### src/rtl/multicycle_controller.sv
// Control FSM and decoders for the multi-cycle RV32I-subset datapath.
// The datapath has one shared memory and one shared ALU, so each instruction
// is split into several states. Each state drives the selects and strobes.
module multicycle_controller #(
    parameter int ALU_CTRL_WIDTH = 3,
    parameter int STATE_WIDTH    = 4
) (
    input  logic                      clk,
    input  logic                      rst_n,
    input  logic [6:0]                opcode,
    input  logic [2:0]                funct3,
    input  logic                      funct7b5,
    input  logic                      zero,
    output logic                      pc_write,
    output logic                      adr_src,
    output logic                      mem_write,
    output logic                      ir_write,
    output logic [1:0]                result_src,
    output logic [1:0]                alu_src_a,
    output logic [1:0]                alu_src_b,
    output logic [ALU_CTRL_WIDTH-1:0] alu_control,
    output logic                      reg_write,
    output logic [1:0]                imm_src,
    output logic                      illegal_instr,
    output logic [STATE_WIDTH-1:0]    state
);

    typedef enum logic [STATE_WIDTH-1:0] {
        S_FETCH    = 0,
        S_DECODE   = 1,
        S_MEMADR   = 2,
        S_MEMREAD  = 3,
        S_MEMWB    = 4,
        S_MEMWRITE = 5,
        S_EXECUTER = 6,
        S_ALUWB    = 7,
        S_EXECUTEI = 8,
        S_JAL      = 9,
        S_BEQ      = 10,
        S_RESET    = 11
    } state_e;

    typedef enum logic [1:0] {
        AOP_ADD   = 2'd0,
        AOP_SUB   = 2'd1,
        AOP_FUNCT = 2'd2
    } alu_op_e;

    localparam logic [6:0] OP_LOAD   = 7'b0000011;
    localparam logic [6:0] OP_STORE  = 7'b0100011;
    localparam logic [6:0] OP_RTYPE  = 7'b0110011;
    localparam logic [6:0] OP_ITYPE  = 7'b0010011;
    localparam logic [6:0] OP_BRANCH = 7'b1100011;
    localparam logic [6:0] OP_JAL    = 7'b1101111;

    state_e  state_q, state_d;
    alu_op_e alu_op;
    logic    pc_update;
    logic    branch;

    // State register; reset forces RESET immediately so every strobe drops at once.
    always_ff @(posedge clk or negedge rst_n) begin
        if (!rst_n) state_q <= S_RESET;
        else        state_q <= state_d;
    end

    // Next state and Moore controls for the current state.
    always_comb begin
        state_d       = S_RESET;
        adr_src       = 1'b0;
        mem_write     = 1'b0;
        ir_write      = 1'b0;
        result_src    = 2'b00;
        alu_src_a     = 2'b00;
        alu_src_b     = 2'b00;
        alu_op        = AOP_ADD;
        reg_write     = 1'b0;
        pc_update     = 1'b0;
        branch        = 1'b0;
        illegal_instr = 1'b0;
        case (state_q)
            S_RESET: state_d = S_FETCH;
            S_FETCH: begin
                ir_write   = 1'b1;
                alu_src_b  = 2'b10;
                result_src = 2'b10;
                pc_update  = 1'b1;
                state_d    = S_DECODE;
            end
            S_DECODE: begin
                // Precompute the branch/jump target into ALUOut.
                alu_src_a = 2'b01;
                alu_src_b = 2'b01;
                case (opcode)
                    OP_LOAD, OP_STORE: state_d = S_MEMADR;
                    OP_RTYPE:          state_d = S_EXECUTER;
                    OP_ITYPE:          state_d = S_EXECUTEI;
                    OP_BRANCH:         state_d = S_BEQ;
                    OP_JAL:            state_d = S_JAL;
                    default: begin
                        illegal_instr = 1'b1;
                        state_d       = S_FETCH;
                    end
                endcase
            end
            S_MEMADR: begin
                alu_src_a = 2'b10;
                alu_src_b = 2'b01;
                state_d   = opcode[5] ? S_MEMWRITE : S_MEMREAD;
            end
            S_MEMREAD: begin
                adr_src = 1'b1;
                state_d = S_MEMWB;
            end
            S_MEMWB: begin
                result_src = 2'b01;
                reg_write  = 1'b1;
                state_d    = S_FETCH;
            end
            S_MEMWRITE: begin
                adr_src   = 1'b1;
                mem_write = 1'b1;
                state_d   = S_FETCH;
            end
            S_EXECUTER: begin
                alu_src_a = 2'b10;
                alu_op    = AOP_FUNCT;
                state_d   = S_ALUWB;
            end
            S_EXECUTEI: begin
                alu_src_a = 2'b10;
                alu_src_b = 2'b01;
                alu_op    = AOP_FUNCT;
                state_d   = S_ALUWB;
            end
            S_ALUWB: begin
                reg_write = 1'b1;
                state_d   = S_FETCH;
            end
            S_JAL: begin
                // OldPC+4 lands in ALUOut for ALUWB; target from DECODE loads PC.
                alu_src_a = 2'b01;
                alu_src_b = 2'b10;
                pc_update = 1'b1;
                state_d   = S_ALUWB;
            end
            S_BEQ: begin
                alu_src_a = 2'b10;
                alu_op    = AOP_SUB;
                branch    = 1'b1;
                state_d   = S_FETCH;
            end
            default: state_d = S_RESET;
        endcase
    end

    // Immediate format follows the opcode alone.
    always_comb begin
        imm_src = 2'b00;
        case (opcode)
            OP_STORE:  imm_src = 2'b01;
            OP_BRANCH: imm_src = 2'b10;
            OP_JAL:    imm_src = 2'b11;
            default:   imm_src = 2'b00;
        endcase
    end

    // ALU decode; funct7b5 selects sub only for register-register ops.
    always_comb begin
        alu_control = ALU_CTRL_WIDTH'(3'b000);
        case (alu_op)
            AOP_SUB:   alu_control = ALU_CTRL_WIDTH'(3'b001);
            AOP_FUNCT: begin
                case (funct3)
                    3'b000:  alu_control = (opcode[5] && funct7b5) ? ALU_CTRL_WIDTH'(3'b001)
                                                                    : ALU_CTRL_WIDTH'(3'b000);
                    3'b010:  alu_control = ALU_CTRL_WIDTH'(3'b101);
                    3'b110:  alu_control = ALU_CTRL_WIDTH'(3'b011);
                    3'b111:  alu_control = ALU_CTRL_WIDTH'(3'b010);
                    default: alu_control = ALU_CTRL_WIDTH'(3'b000);
                endcase
            end
            default:   alu_control = ALU_CTRL_WIDTH'(3'b000);
        endcase
    end

    assign pc_write = pc_update | (branch & zero);
    assign state    = state_q;

endmodule

### config.mk
export PLATFORM = sky130hd
export DESIGN_NAME = multicycle_controller
export DESIGN_NICKNAME = d
export VERILOG_FILES = /design/src/rtl/multicycle_controller.sv
export SDC_FILE = /design/constraint.sdc
export NUM_CORES = 1
export LEC_CHECK = 0
export BUFFER_PORTS_ARGS = -buffer_cell sky130_fd_sc_hd__buf_2
export CORE_ASPECT_RATIO = 1.25
export CORE_UTILIZATION = 38
export CTS_CLUSTER_SIZE = 14
export DETAILED_ROUTE_END_ITERATION = 6
export PLACE_DENSITY_LB_ADDON = 0.15
export SYNTH_ARGS = -nofsm -noshare
export SYNTH_HDL_FRONTEND = slang
export SYNTH_SLANG_ARGS = --single-unit
### constraint.sdc
create_clock -name clk -period 1.7 [get_ports clk]
set_input_delay 0.34 -clock clk [delete_from_list [all_inputs] [get_ports clk]]
set_output_delay 0.34 -clock clk [all_outputs]
set_load 0.05 [all_outputs]
==> reports/metrics.csv, run 1 <==
stage,metric,value,unit
synthesis,post-synthesis adder-cell area fraction,5.86,%
die,io pins,35,
clock_tree,TritonCTS buffer count,3,
clock_tree,number of H-tree levels,1,
synthesis,main combinational cell family by area after synthesis,simple AND/OR/NAND/NOR gates,
synthesis,xor/xnor share of the synthesized area,4.24,%
die,Die Wd,38.1,um
sta,worst-path endpoint after global-route repair_timing,alu_control[0],
placement,gpl congestion,0.779,
synthesis,post-synthesis compound-gate area fraction,23.2,%
synthesis,Synthesis Warnings,0,
die,chip height,47.1,um
die,Initial Utilization,42.9,%
clock_tree,clock buffer depth,2,
synthesis,Unique masters post-synth,42,
synthesis,ys async rst share,100,%
outcome,first error,"[ERROR DPL-0038] Utilization greater than 100%, impossible to legalize",
clock_tree,CTS Root Cell,clkbuf_4,
synthesis,post-synth top area share,12.7,%
clock_tree,Sink Count,4,
outcome,Exit stage,5_1_grt,
placement,IO buf count,34,
synthesis,post-synthesis cell area,619,sq um
outcome,status,did not finish,
synthesis,mux cell area share after synthesis,3.43,%
synthesis,synthesis-stage register bit count,4,
global_route,largest net degree at the start of global routing,18,
placement,pre-CTS WS,-431,ps
synthesis,most used flip-flop cell after synthesis,dfstp_2,
synthesis,Synth area leader,dfstp_2,
sta,kind of the worst endpoint,output port,
placement,DP HPWL,1.42,mm
synthesis,synth top area cells,"dfstp_2 13%, nand2b_1 5.1%, buf_2 4.0%, dfrtp_1 4.0%, ha_1 4.0%",
synthesis,post-synthesis sequential area ratio,16.8,%
synthesis,synthesized instance count,82,
synthesis,Syn Nets,98,
synthesis,Post-synth EDFFs,0,
synthesis,Synth Area in Simple Gates,35.2,%
synthesis,Syn Area/Cell,7.55,sq um
die,num rows,15,
==> per-stage QoR <==
step,cell area (sq um),std cells
floorplan,820,82
global placement,1040,140
CTS,1380,155
detailed placement,1040,140
==> repair_timing <==
action	CTS
cloned	0
buffers inserted	10
setup endpoints to repair	20
pin swaps	10
hold endpoints to repair	1
resized for setup	59
hold buffers	1
==> Yosys cell counts (2+ instances only) <==
cell      number
nor2_1         6
buf_2          5
nand2b_1       5
a21oi_1        4
inv_1          4
nor3_1         4
nor4_1         4
o21ai_1        4
dfstp_2        3
nand2_1        3
nor3b_1        3
a211oi_1       2
a31oi_1        2
ha_1           2
inv_2          2
nand3b_1       2
xor2_1         2
==> cells by family after synthesis <==
logic type | count (synthesis)
XOR/XNOR | 3
buffers and inverters | 14
flip-flops | 4
adder cells (fa/ha/maj) | 3
AND/OR/NAND/NOR | 35
multiplexers | 2
AO/OA/AOI/OAI | 21
==> inputs of run 2 (changes only) <==
--- a/config.mk
+++ b/config.mk
@@ -6,10 +6,9 @@
 export NUM_CORES = 1
 export LEC_CHECK = 0
 export BUFFER_PORTS_ARGS = -buffer_cell sky130_fd_sc_hd__buf_2
-export CORE_ASPECT_RATIO = 1.25
-export CORE_UTILIZATION = 38
-export CTS_CLUSTER_SIZE = 14
+export CORE_AREA = 2 2 63 65
 export DETAILED_ROUTE_END_ITERATION = 6
+export DIE_AREA = 0 0 65 67
 export PLACE_DENSITY_LB_ADDON = 0.15
 export SYNTH_ARGS = -nofsm -noshare
 export SYNTH_HDL_FRONTEND = slang
==> constraint.sdc (replaced) <==
create_clock -name clk -period 2.2 [get_ports clk]
set_input_delay 0.44 -clock clk [delete_from_list [all_inputs] [get_ports clk]]
set_output_delay 0.44 -clock clk [all_outputs]
set_load 0.05 [all_outputs]
==> run 2 against run 1 <==
  * Area after synthesis is the same
  * Synthesized cell count is the same
  * The flow now finishes, with violations (negative setup slack)
==> reports/metrics.csv, run 2 <==
stage,metric,value,unit,change
clock_tree,TritonCTS buffer count,3,,unchanged
synthesis,Post-synth EDFFs,0,,unchanged
setup_path,Worst Path Arrival,1820,ps,
global_route,grt ovf,0,,
placement,Inst Count DP,166,,was 140
placement,DP HPWL,1.48,mm,was 1.42 mm
setup_path,crit end category,primary output,,
setup_path,Worst Setup Start Kind,flip-flop,,
detailed_routing,Routed Antenna Nets,0,,
die,Total Die Area,4360,sq um,
sta,Final Cycle Share,103,%,
synthesis,post-synthesis adder-cell area fraction,5.86,%,unchanged
die,io pins,35,,unchanged
die,num rows,22,,was 15
global_route,vias in the first global route,714,,
synthesis,post-synthesis cell area,619,sq um,unchanged
global_route,largest net degree at the start of global routing,18,,
pwr,switching power,0.000587,W,
layout,Finished Layout Cells,172,,
layout,ant diodes,0,,
pwr,pwr dens,923,nW/um^2,
pwr,clock network power share,15.5,%,
sta,Rel. slew slack,75.4,%,
pwr,Cell Int Power,0.000462,W,
detailed_routing,Post-route DRC,0,,
pwr,Lkg Pwr,0.492,nW,
pwr,sequential power share,9.9,%,
pwr,Pwr Total,0.00105,W,
sta,RSZ-0062 raised after global routing,true,,
clock_tree,hold buffers post-CTS,0,,was 1
global_route,All-Layer GR Usage,9.40,%,
synthesis,synthesized instance count,82,,unchanged
clock_tree,CTS tree,done,,
synthesis,main combinational cell family by area after synthesis,simple AND/OR/NAND/NOR gates,,unchanged
sta,Slew @ Worst Pin,359,ps,
layout,synth-to-layout area growth,83.4,%,
synthesis,Synth area leader,dfstp_2,,unchanged
setup_path,CP Class,flip-flop to primary output,,
synthesis,Syn Nets,98,,unchanged
synthesis,post-synthesis compound-gate area fraction,23.2,%,unchanged
detailed_routing,Iteration-0 DRC Markers,22,,
detailed_routing,vias per cell,4.29,,
pwr,worst vdd ir,0.000387,V,
die,chip height,67,um,was 47.1 um
synthesis,synthesis-stage register bit count,4,,unchanged
setup_path,Crit path required time,1760,ps,
detailed_routing,total number of vias,738,,
sta,Final TNS setup,-167,ps,
clock_tree,clock buffer depth,2,,unchanged
pwr,combinational power share,74.6,%,
clock_tree,clk slew on worst S/H paths,30,ps,
detailed_routing,Initial DRT Pass Iterations,4,,
global_route,initial antenna violation count,0,,
synthesis,post-synthesis sequential area ratio,16.8,%,unchanged
outcome,status,"complete, but fails checks",,was did not finish
layout,"most common cell after layout, fill and taps aside",buf_2,,
worst_hold_path,Hold Crit Class,input port to async pin,,
synthesis,most used flip-flop cell after synthesis,dfstp_2,,unchanged
die,core area,3610,sq um,
setup_path,R2R depth,4,,
outcome,violated checks,negative setup slack,,
layout,Largest register FFs,4,,
job,Max-Cap Viols,0,,
synthesis,ys async rst share,100,%,unchanged
layout,Util after Layout,31.5,%,
synthesis,Synthesis Warnings,0,,unchanged
placement,gpl congestion,0.703,,was 0.779
synthesis,Synth Area in Simple Gates,35.2,%,unchanged
synthesis,synth top area cells,"dfstp_2 13%, nand2b_1 5.1%, buf_2 4.0%, dfrtp_1 4.0%, ha_1 4.0%",,unchanged
sta,final hold vios,0,,
placement,area post-placement,981,sq um,was 1040 sq um
sta,fmax,442,MHz,
layout,# fillers,387,,
synthesis,xor/xnor share of the synthesized area,4.24,%,unchanged
synthesis,post-synth top area share,12.7,%,unchanged
placement,IO buf count,34,,unchanged
layout,Layout Nets,141,,
sta,Final Max Slew Viols,0,,
detailed_routing,mean routed wirelength per cell,11.0,um,
clock_tree,clk_lat worst skew,220,ps,
synthesis,mux cell area share after synthesis,3.43,%,unchanged
clock_tree,number of H-tree levels,1,,unchanged
layout,most frequent cells in the layout,"28 x buf_2, 12 x buf_4, 6 x buf_6",,
sta,min cycle time layout,2260,ps,
synthesis,Syn Area/Cell,7.55,sq um,unchanged
sta,final worst slack,-62.8,ps,
global_route,first-pass GRT wire length,3.17,mm,
pwr,Sw Ratio,55.9,%,
sta,final clock skew,3.58,ps,
detailed_routing,Routed WL,1.89,mm,
setup_path,CP Max Fanout,2,,
synthesis,"count leader, synth",nor2_1,,unchanged
clock_tree,Sink Count,4,,unchanged
synthesis,Post-synth top cells,"6 x nor2_1, 5 x buf_2, 5 x nand2b_1",,unchanged
die,Die Wd,65,um,was 38.1 um
layout,fin area,1140,sq um,
clock_tree,CTS Root Cell,clkbuf_8,,was clkbuf_4
sta,count of final setup violators,3,,
layout,ratio of cells with drive above 1 in the final layout,63.7,%,
synthesis,Unique masters post-synth,42,,unchanged
die,Initial Utilization,17.2,%,was 42.9%
-- run 2: cell counts after synthesis --
No cell type changed its count.
-- run 2: final cells by class --
type	instances	area [sq um]	share of cell area, %
inverter	6	22.5	1.98
tap	48	60.1	5.29
multi-input combinational	64	606	53.3
clock buffer	4	45.0	3.96
sequential	4	105	9.25
timing repair buffer	46	298	26.2
-- run 2: through the flow --
step,setup WS [ps],hold WS [ps]
2_1_floorplan,-388,144
3_3_place_gp,4.82,250
3_5_place_dp,-6.27,251
4_1_cts,-160,18.6
5_1_grt,-168,17.9
6_report,-62.8,19.7
-- run 2: timing repair --
item                                    CTS  global route
endpoints found under the setup margin    6             6
buffers inserted                          1             1
resized for setup                        14             8
pin swaps                                 5             6
-- run 2: cells by family after synthesis --
| family | Yosys count |
|---|---|
| compound gates | 21 |
| xor+xnor | 3 |
| fa+ha+maj | 3 |
| buf+inv | 14 |
| flops | 4 |
| mux | 2 |
| simple gates | 35 |
-- run 2: power groups by stage --
stage	Clock (W)	Sequential (W)	Combinational (W)
2_1_floorplan	0	0.000156	0.000556
3_3_place_gp	0	0.000102	0.000738
3_5_place_dp	0	0.000103	0.000739
4_1_cts	0.000169	0.000102	0.000763
5_1_grt	0.000175	0.000107	0.000831
6_report	0.000163	0.000104	0.000783
-- run 2: final timing paths --
path                                 from             end  slack (ps)
worst min-delay path                rst_n        state[2]          20
min in group clk                opcode[4]        state[1]         560
worst max register to register   state[1]        state[2]         670
worst min register to register   state[3]        state[3]         630
max in group asynchronous           rst_n        state[3]        1970
worst max-delay path             state[3]  alu_control[2]         -60
-- run 2: worst max-delay path: stages, from the launching register on --
cell and delay [ps]:
dfstp_2 510, nand2b_1 60, or2_1 240, a21oi_4 170, ha_4 170, nand2_4 60, nor4_4 210, buf_6 190
-- run 2: routing by layer --
layer | GRT usage, % | up-vias | routed length (um)
met5 | 0 | - | 0
met4 | 5.59 | 0 | 27
met3 | 1.52 | 2 | 99
met2 | 15.3 | 23 | 908
met1 | 11.6 | 331 | 858
li1 | - | 382 | -
(Power assumes the default switching activity.)
==> inputs of run 3 (changes only) <==
--- a/config.mk
+++ b/config.mk
@@ -9,7 +9,7 @@
 export CORE_AREA = 2 2 63 65
 export DETAILED_ROUTE_END_ITERATION = 6
 export DIE_AREA = 0 0 65 67
-export PLACE_DENSITY_LB_ADDON = 0.15
+export PLACE_DENSITY = 0.43
 export SYNTH_ARGS = -nofsm -noshare
 export SYNTH_HDL_FRONTEND = slang
 export SYNTH_SLANG_ARGS = --single-unit
==> run 3 against run 2 <==
  * The flow still finishes with violations (negative setup slack)
  * Critical path depth did not move
  * Worst setup slack got worse by 50 ps
  * Maximum frequency down 2.2%
  * Flip-flop and latch count did not move
  * Total power fell by 2.0%
  * Global-route usage is 0.45 points lower
  * Critical endpoint unchanged
  * Clock power hardly changed
  * Critical path type unchanged
  * First-iteration DRC count up 82%
  * Die area did not move
  * Non-clock buffer count is 4 lower
==> reports/metrics.csv, run 3 (synthesis gave the netlist of run 2 again) <==
stage,metric,value,unit,change
detailed_routing,Post-route DRC,0,,unchanged
clock_tree,clock buffer depth,2,,unchanged
clock_tree,number of H-tree levels,1,,unchanged
sta,final hold vios,0,,unchanged
setup_path,Crit path required time,1760,ps,about the same
clock_tree,Sink Count,4,,unchanged
detailed_routing,total number of vias,752,,was 738
sta,Rel. slew slack,76.1,%,was 75.4%
clock_tree,CTS tree,done,,unchanged
sta,final worst slack,-113,ps,was -62.8 ps
sta,Final Max Slew Viols,0,,unchanged
layout,Layout Nets,137,,was 141
die,chip height,67,um,unchanged
setup_path,Worst Setup Start Kind,flip-flop,,unchanged
setup_path,CP Class,flip-flop to primary output,,unchanged
sta,RSZ-0062 raised after global routing,true,,unchanged
sta,fmax,432,MHz,was 442 MHz
clock_tree,clk slew on worst S/H paths,30,ps,about the same
detailed_routing,Iteration-0 DRC Markers,40,,was 22
placement,pre-CTS WS,-45.8,ps,was -6.27 ps
clock_tree,clk_lat worst skew,220,ps,about the same
pwr,Cell Int Power,0.000451,W,was 0.000462 W
layout,most frequent cells in the layout,"28 x buf_2, 9 x buf_4, 5 x nand2b_1",,"was 28 x buf_2, 12 x buf_4, 6 x buf_6"
die,Initial Utilization,17.2,%,unchanged
die,Total Die Area,4360,sq um,unchanged
pwr,combinational power share,74.3,%,was 74.6%
pwr,worst vdd ir,0.000349,V,was 0.000387 V
setup_path,crit end category,primary output,,unchanged
sta,Final Cycle Share,105,%,was 103%
pwr,pwr dens,962,nW/um^2,was 923 nW/um^2
setup_path,Worst Path Arrival,1870,ps,was 1820 ps
pwr,Lkg Pwr,0.461,nW,was 0.492 nW
die,io pins,35,,unchanged
detailed_routing,Routed Antenna Nets,0,,unchanged
layout,register area,105,sq um,unchanged
sta,final clock skew,4.96,ps,was 3.58 ps
job,Max-Cap Viols,0,,unchanged
sta,min cycle time layout,2310,ps,was 2260 ps
pwr,sequential power share,10.2,%,was 9.9%
die,num rows,22,,unchanged
clock_tree,CTS Root Cell,clkbuf_8,,unchanged
placement,DP HPWL,1.50,mm,was 1.48 mm
sta,Slew @ Worst Pin,350,ps,was 359 ps
placement,gpl congestion,0.815,,was 0.703
layout,Largest register FFs,4,,unchanged
clock_tree,TritonCTS buffer count,3,,unchanged
detailed_routing,vias per cell,4.48,,was 4.29
sta,count of final setup violators,3,,unchanged
global_route,initial antenna violation count,0,,unchanged
global_route,grt ovf,0,,unchanged
global_route,largest net degree at the start of global routing,20,,was 18
global_route,vias in the first global route,725,,was 714
detailed_routing,Initial DRT Pass Iterations,4,,unchanged
detailed_routing,Routed WL,1.86,mm,was 1.89 mm
layout,ratio of cells with drive above 1 in the final layout,61.7,%,was 63.7%
outcome,violated checks,negative setup slack,,unchanged
layout,"most common cell after layout, fill and taps aside",buf_2,,unchanged
layout,ant diodes,0,,unchanged
layout,synth-to-layout area growth,72.5,%,was 83.4%
detailed_routing,mean routed wirelength per cell,11.1,um,was 11.0 um
die,Die Wd,65,um,unchanged
die,core area,3610,sq um,unchanged
clock_tree,hold buffers post-CTS,0,,unchanged
pwr,Sw Ratio,56.1,%,was 55.9%
layout,# fillers,396,,was 387
global_route,All-Layer GR Usage,8.95,%,was 9.40%
pwr,switching power,0.000577,W,was 0.000587 W
outcome,status,"complete, but fails checks",,unchanged
global_route,first-pass GRT wire length,3.02,mm,was 3.17 mm
worst_hold_path,Hold Crit Class,input port to async pin,,unchanged
pwr,clock network power share,15.5,%,about the same
layout,Util after Layout,29.6,%,was 31.5%
layout,Multi-input gate area,576,sq um,was 606 sq um
placement,IO buf count,34,,unchanged
setup_path,CP Max Fanout,2,,unchanged
## run 3: changes by cell type in the layout (fill, tap and decap cells not counted), sizes merged
cell	delta
buf	-5
clkbuf	+1
## run 3: worst paths after layout
check,from,cells after the start,slack (ps),endpoint
min in group clk,opcode[4],3,590,state[1]
worst max register to register,state[1],4,670,state[2]
worst max-delay path,state[3],7,-110,alu_control[2]
max in group asynchronous,rst_n,1,1960,state[3]
worst min-delay path,rst_n,1,30,state[2]
worst min register to register,state[3],4,700,state[0]
## run 3: per-layer routing
metal  track usage [%]  wire (um)  part of all wire, %
met1              9.91        832                   45
met3              1.18         98                  5.3
met2              16.5        911                   49
met4              4.79         19                  1.0
met5                 0          0                    0
## run 3: power by group through the flow
| stage | Clock, W | Combinational (W) | Sequential, W |
|---|---|---|---|
| after floorplan | 0 | 0.000556 | 0.000156 |
| after global placement | 0 | 0.000730 | 0.000103 |
| after detailed placement | 0 | 0.000734 | 0.000103 |
| after CTS | 0.000165 | 0.000757 | 0.000103 |
| after global routing | 0.000173 | 0.000816 | 0.000106 |
| final | 0.000160 | 0.000764 | 0.000104 |
## run 3: stage by stage
stage / power, W / setup TNS [ps] / instance area [sq um] / cells / hold WS, ps
2_1_floorplan: 0.000712 / -1390 / 748 / 82 / 144
3_3_place_gp: 0.000833 / -31.7 / 958 / 163 / 252
3_5_place_dp: 0.000837 / -45.8 / 958 / 163 / 254
4_1_cts: 0.00102 / -341 / 1060 / 169 / 23.7
5_1_grt: 0.00110 / -475 / 1070 / 168 / 22.7
6_report: 0.00103 / -241 / 1070 / 168 / 25.2
## run 3: repair_timing
item,4_1_cts,5_1_grt
resized for setup,13,3
buffers inserted,2,0
pin swaps,5,5
setup endpoints to repair,6,8
## run 3: final cells by class
cell class	count	area share [%]
multi-input cells	64	53.9
flip-flops and latches	4	9.84
clock buffers	4	4.22
well taps	48	5.62
inverters	6	2.11
repair buffers	42	24.4
## run 3: worst max-delay path, stage by stage (launching register included)
cell and delay, ps:
dfstp_2 520, nand2b_1 70, or2_1 240, a21oi_4 180, ha_4 170, nand2_4 70, nor4_4 220, buf_6 190
==> inputs of run 4 (changes only) <==
--- a/config.mk
+++ b/config.mk
@@ -7,6 +7,7 @@
 export LEC_CHECK = 0
 export BUFFER_PORTS_ARGS = -buffer_cell sky130_fd_sc_hd__buf_2
 export CORE_AREA = 2 2 63 65
+export CTS_BUF_LIST = sky130_fd_sc_hd__clkbuf_8
 export DETAILED_ROUTE_END_ITERATION = 6
 export DIE_AREA = 0 0 65 67
 export PLACE_DENSITY = 0.43
==> run 4 against run 3 <==
  * The flow still finishes with violations (negative setup slack)
  * Combinational power hardly changed
  * Count of clock-buffer cells in the layout shrank 1
  * Highest routed layer unchanged
  * Non-clock buffer count unchanged
  * Clock skew barely moved
  * Total power shrank 0.44%
  * Flip-flop and latch count is the same
  * Hold slack about the same
==> reports/metrics.csv, run 4 (synthesis gave the netlist of run 2 again) <==
stage,metric,value,unit,change
global_route,first-pass GRT wire length,3.02,mm,unchanged
sta,final hold vios,0,,unchanged
setup_path,worst reg2reg path startpoint,state[1],,unchanged
pwr,Sw Ratio,56.4,%,was 56.1%
pwr,combinational power share,74.6,%,was 74.3%
setup_path,crit end category,primary output,,unchanged
clock_tree,CTS Root Cell,clkbuf_8,,unchanged
sta,min cycle time layout,2310,ps,about the same
die,io pins,35,,unchanged
detailed_routing,vias per cell,4.47,,was 4.48
setup_path,crit path capture,alu_control[2],,unchanged
clock_tree,hold buffers post-CTS,0,,unchanged
clock_tree,TritonCTS buffer count,3,,unchanged
sta,count of final setup violators,3,,unchanged
setup_path,FF-to-FF setup slack,670,ps,about the same
detailed_routing,Routed Antenna Nets,0,,unchanged
clock_tree,clock buffer depth,2,,unchanged
outcome,status,"complete, but fails checks",,unchanged
worst_hold_path,Hold Crit Class,input port to async pin,,unchanged
setup_path,Worst Path Arrival,1870,ps,about the same
job,Max-Cap Viols,0,,unchanged
detailed_routing,total number of vias,751,,was 752
placement,gpl congestion,0.815,,unchanged
detailed_routing,Post-route DRC,0,,unchanged
placement,IO buf count,34,,unchanged
setup_path,CP Max Fanout,2,,unchanged
pwr,worst vdd ir,0.000349,V,about the same
die,Initial Utilization,17.2,%,unchanged
sta,Final Cycle Share,105,%,about the same
layout,synth-to-layout area growth,72.5,%,unchanged
setup_path,Crit-path slowest cell,dfstp_2,,unchanged
pwr,sequential power share,10.2,%,about the same
layout,Layout Nets,137,,unchanged
global_route,largest net degree at the start of global routing,20,,unchanged
layout,ratio of cells with drive above 1 in the final layout,61.7,%,unchanged
clock_tree,clk slew on worst S/H paths,30,ps,about the same
setup_path,crit path cell chain,nand2b_1 > or2_1 > a21oi_4 > ha_4 > nand2_4 > nor4_4 > buf_6,,unchanged
layout,"most common cell after layout, fill and taps aside",buf_2,,unchanged
placement,DP HPWL,1.50,mm,unchanged
detailed_routing,mean routed wirelength per cell,11.1,um,about the same
setup_path,CP Class,flip-flop to primary output,,unchanged
detailed_routing,Initial DRT Pass Iterations,4,,unchanged
clock_tree,CTS tree,done,,unchanged
sta,Rel. slew slack,76.1,%,unchanged
setup_path,R2R Path End,state[2],,unchanged
global_route,grt ovf,0,,unchanged
sta,final worst slack,-113,ps,about the same
die,chip height,67,um,unchanged
sta,Slew @ Worst Pin,350,ps,about the same
die,Die Wd,65,um,unchanged
clock_tree,number of H-tree levels,1,,unchanged
setup_path,Worst setup startpoint,state[3],,unchanged
layout,Largest register FFs,4,,unchanged
die,num rows,22,,unchanged
global_route,All-Layer GR Usage,8.95,%,unchanged
sta,Final Max Slew Viols,0,,unchanged
setup_path,Worst Setup Start Kind,flip-flop,,unchanged
outcome,violated checks,negative setup slack,,unchanged
sta,fmax,432,MHz,about the same
detailed_routing,Routed WL,1.87,mm,was 1.86 mm
sta,Final TNS setup,-241,ps,about the same
pwr,Cell Int Power,0.000447,W,was 0.000451 W
setup_path,crit-path max cell delay,520,ps,about the same
placement,pre-CTS WS,-45.8,ps,unchanged
clock_tree,Sink Count,4,,unchanged
detailed_routing,Iteration-0 DRC Markers,40,,unchanged
pwr,switching power,0.000577,W,about the same
die,Total Die Area,4360,sq um,unchanged
die,core area,3610,sq um,unchanged
setup_path,Crit path required time,1760,ps,about the same
sta,RSZ-0062 raised after global routing,true,,unchanged
pwr,clock network power share,15.2,%,was 15.5%
pwr,Lkg Pwr,0.465,nW,was 0.461 nW
setup_path,R2R depth,4,,unchanged
layout,most frequent cells in the layout,"28 x buf_2, 9 x buf_4, 5 x inv_1, 5 x nand2b_1",,"was 28 x buf_2, 9 x buf_4, 5 x nand2b_1"
global_route,initial antenna violation count,0,,unchanged
pwr,pwr dens,958,nW/um^2,was 962 nW/um^2
global_route,vias in the first global route,725,,unchanged
layout,ant diodes,0,,unchanged
clock_tree,clk_lat worst skew,220,ps,about the same
sta,final clock skew,5.26,ps,was 4.96 ps
==> run 4: changes by cell type in the layout (fill, tap and decap cells not counted), sizes merged <==
| cell | before | now |
|---|---|---|
| clkbuf | 5 | 4 |
| inv | 6 | 7 |
==> run 4: power by group through the flow <==
stage,Sequential [W],Combinational [W],Clock [W]
2_1_floorplan,0.000156,0.000556,0
3_3_place_gp,0.000103,0.000730,0
3_5_place_dp,0.000103,0.000734,0
4_1_cts,0.000103,0.000757,0.000160
5_1_grt,0.000106,0.000816,0.000169
6_report,0.000104,0.000764,0.000155
==> run 4: how the worst min path moves through the flow <==
stage	start	endpoint	slack [ps]
6_report	rst_n	state[2]	30
2_1_floorplan	rst_n	state[2]	140
5_1_grt	rst_n	state[2]	20
3_3_place_gp	rst_n	state[2]	250
4_1_cts	rst_n	state[2]	20
3_5_place_dp	rst_n	state[2]	250
==> run 4: final cells by class <==
class,count,area (sq um)
Inverter,6,22.5
Clock buffer,3,41.3
Clock inverter,1,3.75
Sequential cell,4,105
Tap cell,48,60.1
Timing Repair Buffer,42,260
Multi-Input combinational cell,64,576
Fill cell,396,2540
==> run 4: through the flow <==
step	util, %	hold slack, ps	cell area [sq um]	power (W)	std cells
after global routing	29.6	22.1	1070	0.00109	168
after global placement	26.6	252	958	0.000833	163
after CTS	29.5	23.5	1060	0.00102	169
final	29.6	25.0	1070	0.00102	168
after detailed placement	26.6	254	958	0.000837	163
after floorplan	-	144	748	0.000712	82
==> run 4: timing repair <==
| action | CTS | global route |
|---|---|---|
| buffers inserted | 2 | 0 |
| pin swaps | 5 | 5 |
| endpoints found under the setup margin | 6 | 8 |
| gates resized for setup | 13 | 3 |
==> run 4: critical path, delay by kind of cell (launching register included) <==
family	cells	cell delay, ps
adder cells (fa/ha/maj)	1	170
AO/OA/AOI/OAI	1	180
AND/OR/NAND/NOR	4	600
buffers and inverters	1	190
flip-flops	1	520
==> run 4: metal layers <==
| layer | GRT usage [%] | part of all wire [%] |
|---|---|---|
| met2 | 16.5 | 49 |
| met5 | 0 | 0 |
| met3 | 1.18 | 5.2 |
| met4 | 4.79 | 1.0 |
| met1 | 9.91 | 45 |
